--- config.mk ---
export PLATFORM = sky130hd
export DESIGN_NAME = cv32e40p_mult_ft_ctrl_flat
export DESIGN_NICKNAME = d
export VERILOG_FILES = /design/src/rtl/cv32e40p_mult_ft_ctrl_if.sv /design/src/rtl/cv32e40p_mult_ft_ctrl.sv /design/src/flat_wrapper.sv
export SDC_FILE = /design/constraint.sdc
export NUM_CORES = 1
export LEC_CHECK = 0
export CAP_MARGIN = 10
export CORE_MARGIN = 2
export CORE_UTILIZATION = 45
export DETAILED_ROUTE_END_ITERATION = 16
export PLACE_DENSITY = 0.74
export SETUP_SLACK_MARGIN = 0.02
export SLEW_MARGIN = 25
export SYNTH_ARGS = -nofsm -noshare
export SYNTH_HDL_FRONTEND = slang
export SYNTH_SLANG_ARGS = --single-unit
export TNS_END_PERCENT = 50
--- constraint.sdc ---
create_clock -name clk -period 2.4 [get_ports clk]
set_input_delay 0.48 -clock clk [delete_from_list [all_inputs] [get_ports clk]]
set_output_delay 0.48 -clock clk [all_outputs]
set_load 0.005 [all_outputs]
--- src/rtl/cv32e40p_mult_ft_ctrl_if.sv ---
// Multiply-completion handshake between the EX stage and the multiplier fault controller.
// Signals:
//   mult_done_i              voted multiplier result valid this cycle
//   err_a_i/err_b_i/err_c_i  per-replica OR of voter disagreement flags
//   stall_o                  hold EX; voted result must not be committed
//   reissue_o                one-cycle request to replay the multiply
// Modports: slave = controller side, master = pipeline/multiplier side.
interface cv32e40p_mult_ft_ctrl_if;
    logic mult_done_i;
    logic err_a_i;
    logic err_b_i;
    logic err_c_i;
    logic stall_o;
    logic reissue_o;

    modport slave (
        input  mult_done_i,
        input  err_a_i,
        input  err_b_i,
        input  err_c_i,
        output stall_o,
        output reissue_o
    );

    modport master (
        output mult_done_i,
        output err_a_i,
        output err_b_i,
        output err_c_i,
        input  stall_o,
        input  reissue_o
    );
endinterface

--- src/rtl/cv32e40p_mult_ft_ctrl.sv ---
// Fault-management controller for the triplicated multiplier.
// Classifies each multiply completion as clean, corrected (one replica disagrees) or
// uncorrectable (two or more disagree), keeps saturating per-replica error counters, flags
// replicas as permanently faulty at FAULT_THR, and sequences bounded stall+reissue retries,
// ending in a sticky uncorrectable state once MAX_RETRY reissues have failed.
// Ports:
//   clk, rst          clock and synchronous active-high reset
//   bus (slave)       mult_done_i, err_a/b/c_i in; stall_o, reissue_o out
//   clear_i           clears counters, sticky flags and the FAIL state
//   err_cnt_a/b/c_o   per-replica error counters
//   fault_replica_o   sticky permanent-fault flags {c, b, a}
//   uncorrectable_o   sticky, retry budget exhausted
//   irq_o             one-cycle pulse on any 0->1 edge of fault_replica_o or uncorrectable_o
// Optional feature: define CV32E40P_MULT_FT_TIMEOUT_EN to fail after TIMEOUT cycles in WAIT
// without a completion.
module cv32e40p_mult_ft_ctrl #(
    parameter int unsigned CNT_W     = 8,
    parameter int unsigned FAULT_THR = 16,
    parameter int unsigned MAX_RETRY = 2,
    parameter int unsigned TIMEOUT   = 64
) (
    input  logic                   clk,
    input  logic                   rst,
    cv32e40p_mult_ft_ctrl_if.slave bus,
    input  logic                   clear_i,
    output logic [CNT_W-1:0]       err_cnt_a_o,
    output logic [CNT_W-1:0]       err_cnt_b_o,
    output logic [CNT_W-1:0]       err_cnt_c_o,
    output logic [2:0]             fault_replica_o,
    output logic                   uncorrectable_o,
    output logic                   irq_o
);

    typedef enum logic [1:0] {StIdle, StReissue, StWait, StFail} state_e;

    state_e                  r_state;
    logic [3:0]              r_retry;
    logic [2:0][CNT_W-1:0]   r_cnt;
    logic [2:0]              r_fault;
    logic                    r_unc;
    logic                    r_irq;

    logic [2:0]              w_err;
    logic                    w_multi;
    logic                    w_unc;
    logic                    w_corr;
    logic                    w_tmo;
    logic                    w_to_fail;
    logic                    w_stall;
    logic [2:0][CNT_W-1:0]   w_cnt_d;
    logic [2:0]              w_fault_d;

    assign w_err   = {bus.err_c_i, bus.err_b_i, bus.err_a_i};
    // Two or more flags: a bitwise voter with no majority marks every input.
    assign w_multi = (w_err[0] & w_err[1]) | (w_err[0] & w_err[2]) | (w_err[1] & w_err[2]);
    assign w_unc   = bus.mult_done_i & w_multi;
    assign w_corr  = bus.mult_done_i & (^w_err) & ~w_multi & (r_state != StFail);

    always_comb begin
        for (int k = 0; k < 3; k++) begin
            w_cnt_d[k] = r_cnt[k];
            if (w_corr && w_err[k] && (r_cnt[k] != {CNT_W{1'b1}})) begin
                w_cnt_d[k] = r_cnt[k] + 1'b1;
            end
            w_fault_d[k] = r_fault[k] | (w_cnt_d[k] >= CNT_W'(FAULT_THR));
        end
    end

`ifdef CV32E40P_MULT_FT_TIMEOUT_EN
    localparam int unsigned TMO_W = $clog2(TIMEOUT + 1);
    logic [TMO_W-1:0] r_tmo;

    // A completion in the timeout cycle takes precedence.
    assign w_tmo = (r_state == StWait) && !bus.mult_done_i && (r_tmo == TMO_W'(TIMEOUT - 1));

    always_ff @(posedge clk) begin
        if (rst || clear_i || (r_state != StWait)) begin
            r_tmo <= '0;
        end else if (!w_tmo) begin
            r_tmo <= r_tmo + 1'b1;
        end
    end
`else
    // No timeout: WAIT holds until a completion arrives; TIMEOUT has no effect.
    assign w_tmo = 1'b0 & (TIMEOUT != 0);
`endif

    assign w_to_fail = (r_state == StWait) &&
                       ((w_unc && (r_retry == 4'(MAX_RETRY))) || w_tmo);

    always_ff @(posedge clk) begin
        if (rst || clear_i) begin
            r_state <= StIdle;
            r_retry <= '0;
            r_cnt   <= '0;
            r_fault <= '0;
            r_unc   <= 1'b0;
            r_irq   <= 1'b0;
        end else begin
            r_cnt   <= w_cnt_d;
            r_fault <= w_fault_d;
            r_irq   <= (|(w_fault_d & ~r_fault)) | (w_to_fail & ~r_unc);
            if (w_to_fail) begin
                r_unc <= 1'b1;
            end
            case (r_state)
                StIdle: begin
                    if (w_unc) begin
                        r_retry <= 4'd1;
                        r_state <= StReissue;
                    end
                end
                StReissue: r_state <= StWait;
                StWait: begin
                    if (w_to_fail) begin
                        r_retry <= '0;
                        r_state <= StFail;
                    end else if (bus.mult_done_i) begin
                        if (w_unc) begin
                            r_retry <= r_retry + 4'd1;
                            r_state <= StReissue;
                        end else begin
                            r_retry <= '0;
                            r_state <= StIdle;
                        end
                    end
                end
                StFail: r_state <= StFail;
                default: r_state <= StIdle;
            endcase
        end
    end

    // Stall must rise in the detect cycle itself, so it is decoded from state and inputs.
    always_comb begin
        w_stall = 1'b0;
        unique case (r_state)
            StIdle:    w_stall = w_unc & ~clear_i;
            StReissue: w_stall = 1'b1;
            StWait:    w_stall = clear_i | ~bus.mult_done_i | w_multi;
            StFail:    w_stall = 1'b0;
        endcase
    end

    assign bus.stall_o     = w_stall;
    assign bus.reissue_o   = (r_state == StReissue);
    assign err_cnt_a_o     = r_cnt[0];
    assign err_cnt_b_o     = r_cnt[1];
    assign err_cnt_c_o     = r_cnt[2];
    assign fault_replica_o = r_fault;
    assign uncorrectable_o = r_unc;
    assign irq_o           = r_irq;

endmodule

--- src/flat_wrapper.sv ---
// flat-port wrapper written by rule: the top's interface ports become plain ports
module cv32e40p_mult_ft_ctrl_flat 
#(
    parameter int unsigned CNT_W     = 8,
    parameter int unsigned FAULT_THR = 16,
    parameter int unsigned MAX_RETRY = 2,
    parameter int unsigned TIMEOUT   = 64
)
  (clk, rst, clear_i, err_cnt_a_o, err_cnt_b_o, err_cnt_c_o, fault_replica_o, uncorrectable_o, irq_o, bus_mult_done_i, bus_err_a_i, bus_err_b_i, bus_err_c_i, bus_stall_o, bus_reissue_o);
  cv32e40p_mult_ft_ctrl_if bus_i ();
  input  logic clk;
  input  logic rst;
  input  logic clear_i;
  output logic [CNT_W-1:0] err_cnt_a_o;
  output logic [CNT_W-1:0] err_cnt_b_o;
  output logic [CNT_W-1:0] err_cnt_c_o;
  output logic [2:0] fault_replica_o;
  output logic uncorrectable_o;
  output logic irq_o;
  input wire logic [$bits(bus_i.mult_done_i)-1:0] bus_mult_done_i;
  input wire logic [$bits(bus_i.err_a_i)-1:0] bus_err_a_i;
  input wire logic [$bits(bus_i.err_b_i)-1:0] bus_err_b_i;
  input wire logic [$bits(bus_i.err_c_i)-1:0] bus_err_c_i;
  output wire logic [$bits(bus_i.stall_o)-1:0] bus_stall_o;
  output wire logic [$bits(bus_i.reissue_o)-1:0] bus_reissue_o;
  assign bus_i.mult_done_i = bus_mult_done_i;
  assign bus_i.err_a_i = bus_err_a_i;
  assign bus_i.err_b_i = bus_err_b_i;
  assign bus_i.err_c_i = bus_err_c_i;
  assign bus_stall_o = bus_i.stall_o;
  assign bus_reissue_o = bus_i.reissue_o;
  cv32e40p_mult_ft_ctrl #(.CNT_W(CNT_W), .FAULT_THR(FAULT_THR), .MAX_RETRY(MAX_RETRY), .TIMEOUT(TIMEOUT)) u_core (.clk(clk), .rst(rst), .bus(bus_i), .clear_i(clear_i), .err_cnt_a_o(err_cnt_a_o), .err_cnt_b_o(err_cnt_b_o), .err_cnt_c_o(err_cnt_c_o), .fault_replica_o(fault_replica_o), .uncorrectable_o(uncorrectable_o), .irq_o(irq_o));
endmodule
==> out/qor.txt, run 1 <==
Hold_sp: u_core.uncorrectable_o$_SDFFE_PP0P_
Critical path required time: 2.54 ns
Worst path max stage delay: 0.63 ns
Hold Crit Class: register to register
Synth warnings: 0
Synth top area share: 38.1%
DRT antenna net count: 0
Deepest clock path buffer count: 2
Setup TNS: 0 ns
Initial Util: 46.3%
Clk slew on worst S/H paths: 0.06 ns
Largest net degree at the start of global routing: 29
Die width: 67.9 um
Worst r2r dst: u_core.irq_o$_SDFF_PP0_
Initial DRC Count: 97
Pre-antenna DRT Iters: 4
Post-DP HPWL: 2910 um
Final Total Pwr: 1.07 mW
Yosys reg bits: 35
Final nets: 284
Worst-path cell chain: clkdlybuf4s15_1 -> fa_2 -> nand4b_1 -> nor2_2 -> nand3_1 -> o21ai_1 -> buf_4 -> a41oi_1
Mean Syn Cell Area: 8.52 um^2
Final slew viol count: 0
Initial antenna violation count: 0
Relative slew margins: 63.4%
Post-Place Cells: 312
Peak VDD IR: 302 uV
Rows: 23
Fmax: 462 MHz
Internal cell power: 0.819 mW
WHS Endpoint: u_core.uncorrectable_o$_SDFFE_PP0P_
Total gr overflow: 0
Worst r2r src: u_core.err_cnt_a_o[0]$_SDFF_PP0_
Worst-Margin Slew: 0.548 ns
Ports: 38
Syn nets: 229
Share of cells above drive strength 1: 14.1%
Worst-Skew Late Latency: 0.29 ns
Net Sw Frac: 23.1%
Critical path fanouts, max: 4
Synthesized area: 0.00184 mm^2
Routed WL: 4040 um
R2R depth: 7
Die H: 67.9 um
Power share of the combinational group: 8.1%
Die area: 0.00461 mm^2
Seq/Total Area, Yosys: 38.1%
Max Cap Violations: 0
Largest cells by area after synthesis: dfxtp_1 (38%), nor2_1 (6.7%), mux2i_1 (4.4%)
Post-synth EDFFs: 0
Clk root buf: clkbuf_8
RSZ-0062 raised after global routing: false
Switching power: 0.247 mW
Worst reg-to-reg setup slack: 0.54 ns
Hold-fix buffers at CTS: 0
CP endpoint kind: register
# clock sinks: 35
Final core occ: 62.1%
Non-filler cells, final: 320
Vias in the first global route: 1574
Pwr Density: 432 mW/mm^2
Total leakage power: 0.911 nW
Ys flop type: dfxtp_1
Worst Clk Skew: 0.00600 ns
Synth cell types: 46
CP bufs+invs: 2
Drt wl/cell: 12.6 um
Kind of critical path: input pin to register
Tcrit/Tclk final: 90.2%
Largest area contributor in the synthesized netlist: dfxtp_1
Area grow syn2layout: 34.1%
# setup viols final: 0
Worst path depth: 8
Min cycle time layout: 2.17 ns
Delay-heaviest family, CP: adder cells
DRC: 0
Reg power frac: 55.1%
Vias: 1659
CTS tree: yes
Crit-path slowest cell: fa_2
Hold path cells: 2
Core box area: 0.00397 mm^2
Gpl congestion: 0.845
PortBufs: 37
Post-synthesis cell count: 216
Final Hold Viols: 0
CTS buffer count: 5
Status: complete, no violations
Global-route wire length before repair: 6870 um
Overall routing resource usage: 19.7%
CP startpoint kind: input pin
ANT cells: 0
Crit path DAT: 2.31 ns
Vias per cell: 5.18
Clock share of power: 36.7%
Synth async-reset ratio: 0%
Htree depth: 2
-- worst max path at each step --
stage	startpoint	endpoint	slack [ns]
2_1_floorplan	bus_err_c_i	u_core.err_cnt_c_o[7]$_SDFF_PP0_	0.15
3_3_place_gp	bus_err_c_i	u_core.irq_o$_SDFF_PP0_	-0.32
3_5_place_dp	bus_err_c_i	u_core.fault_replica_o[1]$_SDFF_PP0_	-0.39
4_1_cts	bus_err_b_i	u_core.err_cnt_b_o[5]$_SDFF_PP0_	0.02
5_1_grt	bus_err_a_i	u_core.err_cnt_b_o[2]$_SDFF_PP0_	0.04
6_report	bus_err_a_i	u_core.fault_replica_o[1]$_SDFF_PP0_	0.23
-- layer usage --
metal	routed length, um	share of wire [%]	global-route usage (%)	vias up
met2	1870	46	31.9	25
met3	161	4.0	5.59	4
li1	-	-	-	866
met5	0	0	0	-
met1	1960	48	24.4	764
met4	55	1.4	8.25	0
-- power by group through the flow --
stage | Combinational, mW | Sequential [mW] | Clock, mW
after floorplan | 0.0458 | 0.600 | 0
after global placement | 0.0822 | 0.600 | 0
after detailed placement | 0.0834 | 0.600 | 0
after CTS | 0.0862 | 0.587 | 0.401
after global routing | 0.0969 | 0.587 | 0.428
final | 0.0865 | 0.587 | 0.391
-- layout by cell type, fill, tap and decap left out, drive strengths merged, types with 8 or more instances in the layout --
| master | instances |
|---|---|
| buf | 18 |
| clkdlybuf4s50 | 33 |
| dfxtp | 35 |
| mux2i | 8 |
| nand2 | 19 |
| nand3 | 13 |
| nand4 | 8 |
| nor2 | 35 |
| nor3 | 8 |
| o21ai | 9 |
| xor2 | 9 |
-- registers in the layout, indices dropped and copies added, names as in the netlist --
register                flops
u_core.fault_replica_o      3
u_core.irq_o                1
u_core.err_cnt_c_o          8
u_core.err_cnt_a_o          8
u_core.r_state              2
u_core.r_retry              4
u_core.err_cnt_b_o          8
u_core.uncorrectable_o      1
-- cells in the mapped netlist, types with 4 or more instances --
| cell type | instances |
|---|---|
| xor2_1 | 9 |
| a21oi_1 | 5 |
| o21ai_0 | 9 |
| nand4_1 | 8 |
| inv_1 | 7 |
| nor3_1 | 7 |
| ha_1 | 5 |
| dfxtp_1 | 35 |
| nand2b_1 | 4 |
| nor3b_1 | 4 |
| nand3_1 | 13 |
| nand2_1 | 19 |
| nor2_1 | 33 |
| mux2i_1 | 8 |
| a31oi_1 | 4 |
-- layout make-up --
type,instances,area (um^2)
Clock buffer,6,72.6
Sequential cell,35,701
Timing Repair Buffer,55,509
Inverter,7,26.3
Tap cell,50,62.6
Multi-Input combinational cell,167,1100
Fill cell,372,1500
-- worst min-delay path, delay by kind of cell, from the launching register on --
kind	cells	cell delay [ns]
compound gates	1	0.05
buf+inv	1	0.05
flops	1	0.32
-- kinds of logic (layout without fill, tap and decap cells) --
family / Yosys count / in the layout / share of synthesized area (%)
and+or+nand+nor: 106 / 106 / 31.0
AOI/OAI and AO/OA: 35 / 35 / 13.0
DFF: 35 / 35 / 38.1
buffers and inverters: 14 / 68 / 3.33
xor gates and xnor gates: 12 / 12 / 5.71
muxes: 8 / 8 / 4.35
adders and majority gates: 6 / 6 / 4.49
-- stage by stage --
step	hold slack (ns)	setup WS, ns	area, um^2
CTS	0.465	0.0236	2450
global route	0.484	0.0353	2470
floorplan	0.455	0.145	1840
global placement	0.450	-0.317	2360
finish	0.464	0.234	2470
detailed placement	0.455	-0.387	2360
-- timing repair --
item | 4_1_cts | 5_1_grt
endpoints found under the setup margin | 10 | 18
pin swaps | 2 | 4
gates resized for setup | 5 | 5
buffers inserted | 1 | 1
No activity file was read; power rests on OpenSTA's default activity.
==> run 2: changes to the inputs <==
Settings changed: CAP_MARGIN 10 to 20, PLACE_DENSITY 0.74 to 0.79.
==> out/qor.txt, run 2 (synthesis gave the netlist of run 1 again) <==
CP startpoint kind: input pin
# setup viols final: 0 (unchanged)
Status: complete, no violations
Vias per cell: 5.39 (+3.9%)
Initial DRC Count: 145 (+49%)
Hold Crit Class: register to register
Hold-fix buffers at CTS: 0 (unchanged)
Initial antenna violation count: 0 (unchanged)
Min cycle time layout: 2.26 ns (+0.0893 ns)
Drt wl/cell: 13.4 um (+6.1%)
Final slew viol count: 0 (unchanged)
Max Cap Violations: 0 (unchanged)
Final Hold Viols: 0 (unchanged)
Worst-Margin Slew: 0.552 ns (+0.00419 ns)
R2R depth: 7 (unchanged)
Worst r2r dst: u_core.irq_o$_SDFF_PP0_
Final Total Pwr: 1.15 mW (+8.0%)
Relative slew margins: 63.2% (-0.28 points)
Post-DP HPWL: 2940 um (+0.86%)
Overall routing resource usage: 20.3% (+0.63 points)
Worst Clk Skew: 0.00340 ns (-0.00261 ns)
Critical path fanouts, max: 4 (unchanged)
Post-Place Cells: 309 (-0.96%)
RSZ-0062 raised after global routing: false
Die width: 67.9 um (unchanged)
Commonest non-fill, non-tap cell in the layout: dfxtp_1
ANT cells: 0 (unchanged)
Critical path required time: 2.56 ns (+0.02 ns)
Non-filler cells, final: 319 (-0.31%)
Tcrit/Tclk final: 94.0% (+3.7 points)
Vias: 1718 (+3.6%)
Global-route wire length before repair: 7040 um (+2.5%)
Share of cells above drive strength 1: 13.8% (-0.32 points)
Total leakage power: 0.910 nW (about the same)
Total gr overflow: 0 (unchanged)
Crit path DAT: 2.41 ns (+0.10 ns)
CP endpoint kind: register
Pwr Density: 465 mW/mm^2 (+7.7%)
Gpl congestion: 0.849 (+0.53%)
CTS buffer count: 5 (unchanged)
Area grow syn2layout: 34.6%
Deepest clock path buffer count: 2 (unchanged)
PortBufs: 37 (unchanged)
Final nets: 281 (-1.1%)
Peak VDD IR: 290 uV (-4.0%)
Pre-antenna DRT Iters: 4 (unchanged)
Die area: 0.00461 mm^2 (unchanged)
Worst r2r src: u_core.err_cnt_a_o[0]$_SDFF_PP0_
# clock sinks: 35 (unchanged)
Most frequent cells in the layout: dfxtp_1 (35), nor2_1 (33), clkdlybuf4s50_1 (33), nand2_1 (19), buf_4 (15)
Crit path from: bus_err_c_i
Clk root buf: clkbuf_8
DRT antenna net count: 0 (unchanged)
Worst-Skew Late Latency: 0.29 ns (about the same)
Critical path capture point: u_core.err_cnt_a_o[2]$_SDFF_PP0_
Routed WL: 4280 um (+5.8%)
Die H: 67.9 um (unchanged)
Vias in the first global route: 1573 (-0.064%)
Rows: 23 (unchanged)
Clk slew on worst S/H paths: 0.07 ns (about the same)
Core box area: 0.00397 mm^2 (unchanged)
Largest net degree at the start of global routing: 29 (unchanged)
CTS tree: yes
Kind of critical path: input pin to register
DRC: 0 (unchanged)
Fmax: 443 MHz (-4.0%)
Htree depth: 2 (unchanged)
Initial Util: 46.3% (unchanged)
Ports: 38 (unchanged)
Place WS: -0.352 ns (+0.0357 ns)
Final WS setup: 0.145 ns (-0.0893 ns)
Worst reg-to-reg setup slack: 0.50 ns (-0.04 ns)
-- run 2: routing by layer --
metal / track usage [%] / part of all wire, % / up-vias / wire, um
met5: 0 / 0 / - / 0
met4: 7.00 / 1.8 / 0 / 76
met3: 5.59 / 4.3 / 9 / 186
met2: 33.9 / 49 / 41 / 2100
met1: 25.2 / 45 / 805 / 1910
li1: - / - / 863 / -
-- run 2: through the flow --
| stage | instance area (um^2) | utilization (%) | setup TNS (ns) | hold WS (ns) |
|---|---|---|---|---|
| 4_1_cts | 2440 | 61.5 | 0 | 0.468 |
| 2_1_floorplan | 1840 | - | 0 | 0.455 |
| 3_3_place_gp | 2330 | 58.8 | -5.19 | 0.454 |
| 6_report | 2470 | 62.3 | 0 | 0.474 |
| 5_1_grt | 2470 | 62.3 | 0 | 0.494 |
| 3_5_place_dp | 2330 | 58.8 | -6.06 | 0.458 |
-- run 2: cell type report --
type / count / area [um^2]
clock buffers: 8 / 100
fillers: 335 / 1500
inverters: 7 / 26.3
multi-input cells: 167 / 1100
flip-flops and latches: 35 / 701
well taps: 50 / 62.6
repair buffers: 52 / 482
-- run 2: what timing repair did --
item	CTS	global route
setup buffers	1	1
pin swaps	1	2
setup endpoints to repair	9	3
gates resized for setup	4	5
-- run 2: worst min-delay path by stage --
stage | from | end | slack, ns | cells past startpoint
finish | u_core.fault_replica_o[0]$_SDFF_PP0_ | u_core.fault_replica_o[0]$_SDFF_PP0_ | 0.47 | 2
global route | u_core.fault_replica_o[0]$_SDFF_PP0_ | u_core.fault_replica_o[0]$_SDFF_PP0_ | 0.49 | 2
CTS | u_core.uncorrectable_o$_SDFFE_PP0P_ | u_core.uncorrectable_o$_SDFFE_PP0P_ | 0.47 | 2
detailed placement | u_core.uncorrectable_o$_SDFFE_PP0P_ | u_core.uncorrectable_o$_SDFFE_PP0P_ | 0.46 | 2
global placement | u_core.fault_replica_o[0]$_SDFF_PP0_ | u_core.fault_replica_o[0]$_SDFF_PP0_ | 0.45 | 2
floorplan | u_core.uncorrectable_o$_SDFFE_PP0P_ | u_core.uncorrectable_o$_SDFFE_PP0P_ | 0.46 | 2
-- run 2: worst max-delay path: stages --
cell           delay (ns)
dlygate4sd2_1        0.28
fa_2                 0.62
nand2_1              0.13
nor3_2               0.24
a21boi_4             0.30
nand2_1              0.11
xor2_1               0.19
nor2_1               0.06
-- run 2: power by group --
group	total, mW	internal [mW]	switching (mW)	leakage [nW]
clock	0.478	0.262	0.215	0.0515
sequential	0.587	0.583	0.00403	0.282
combinational	0.0853	0.0395	0.0459	0.577
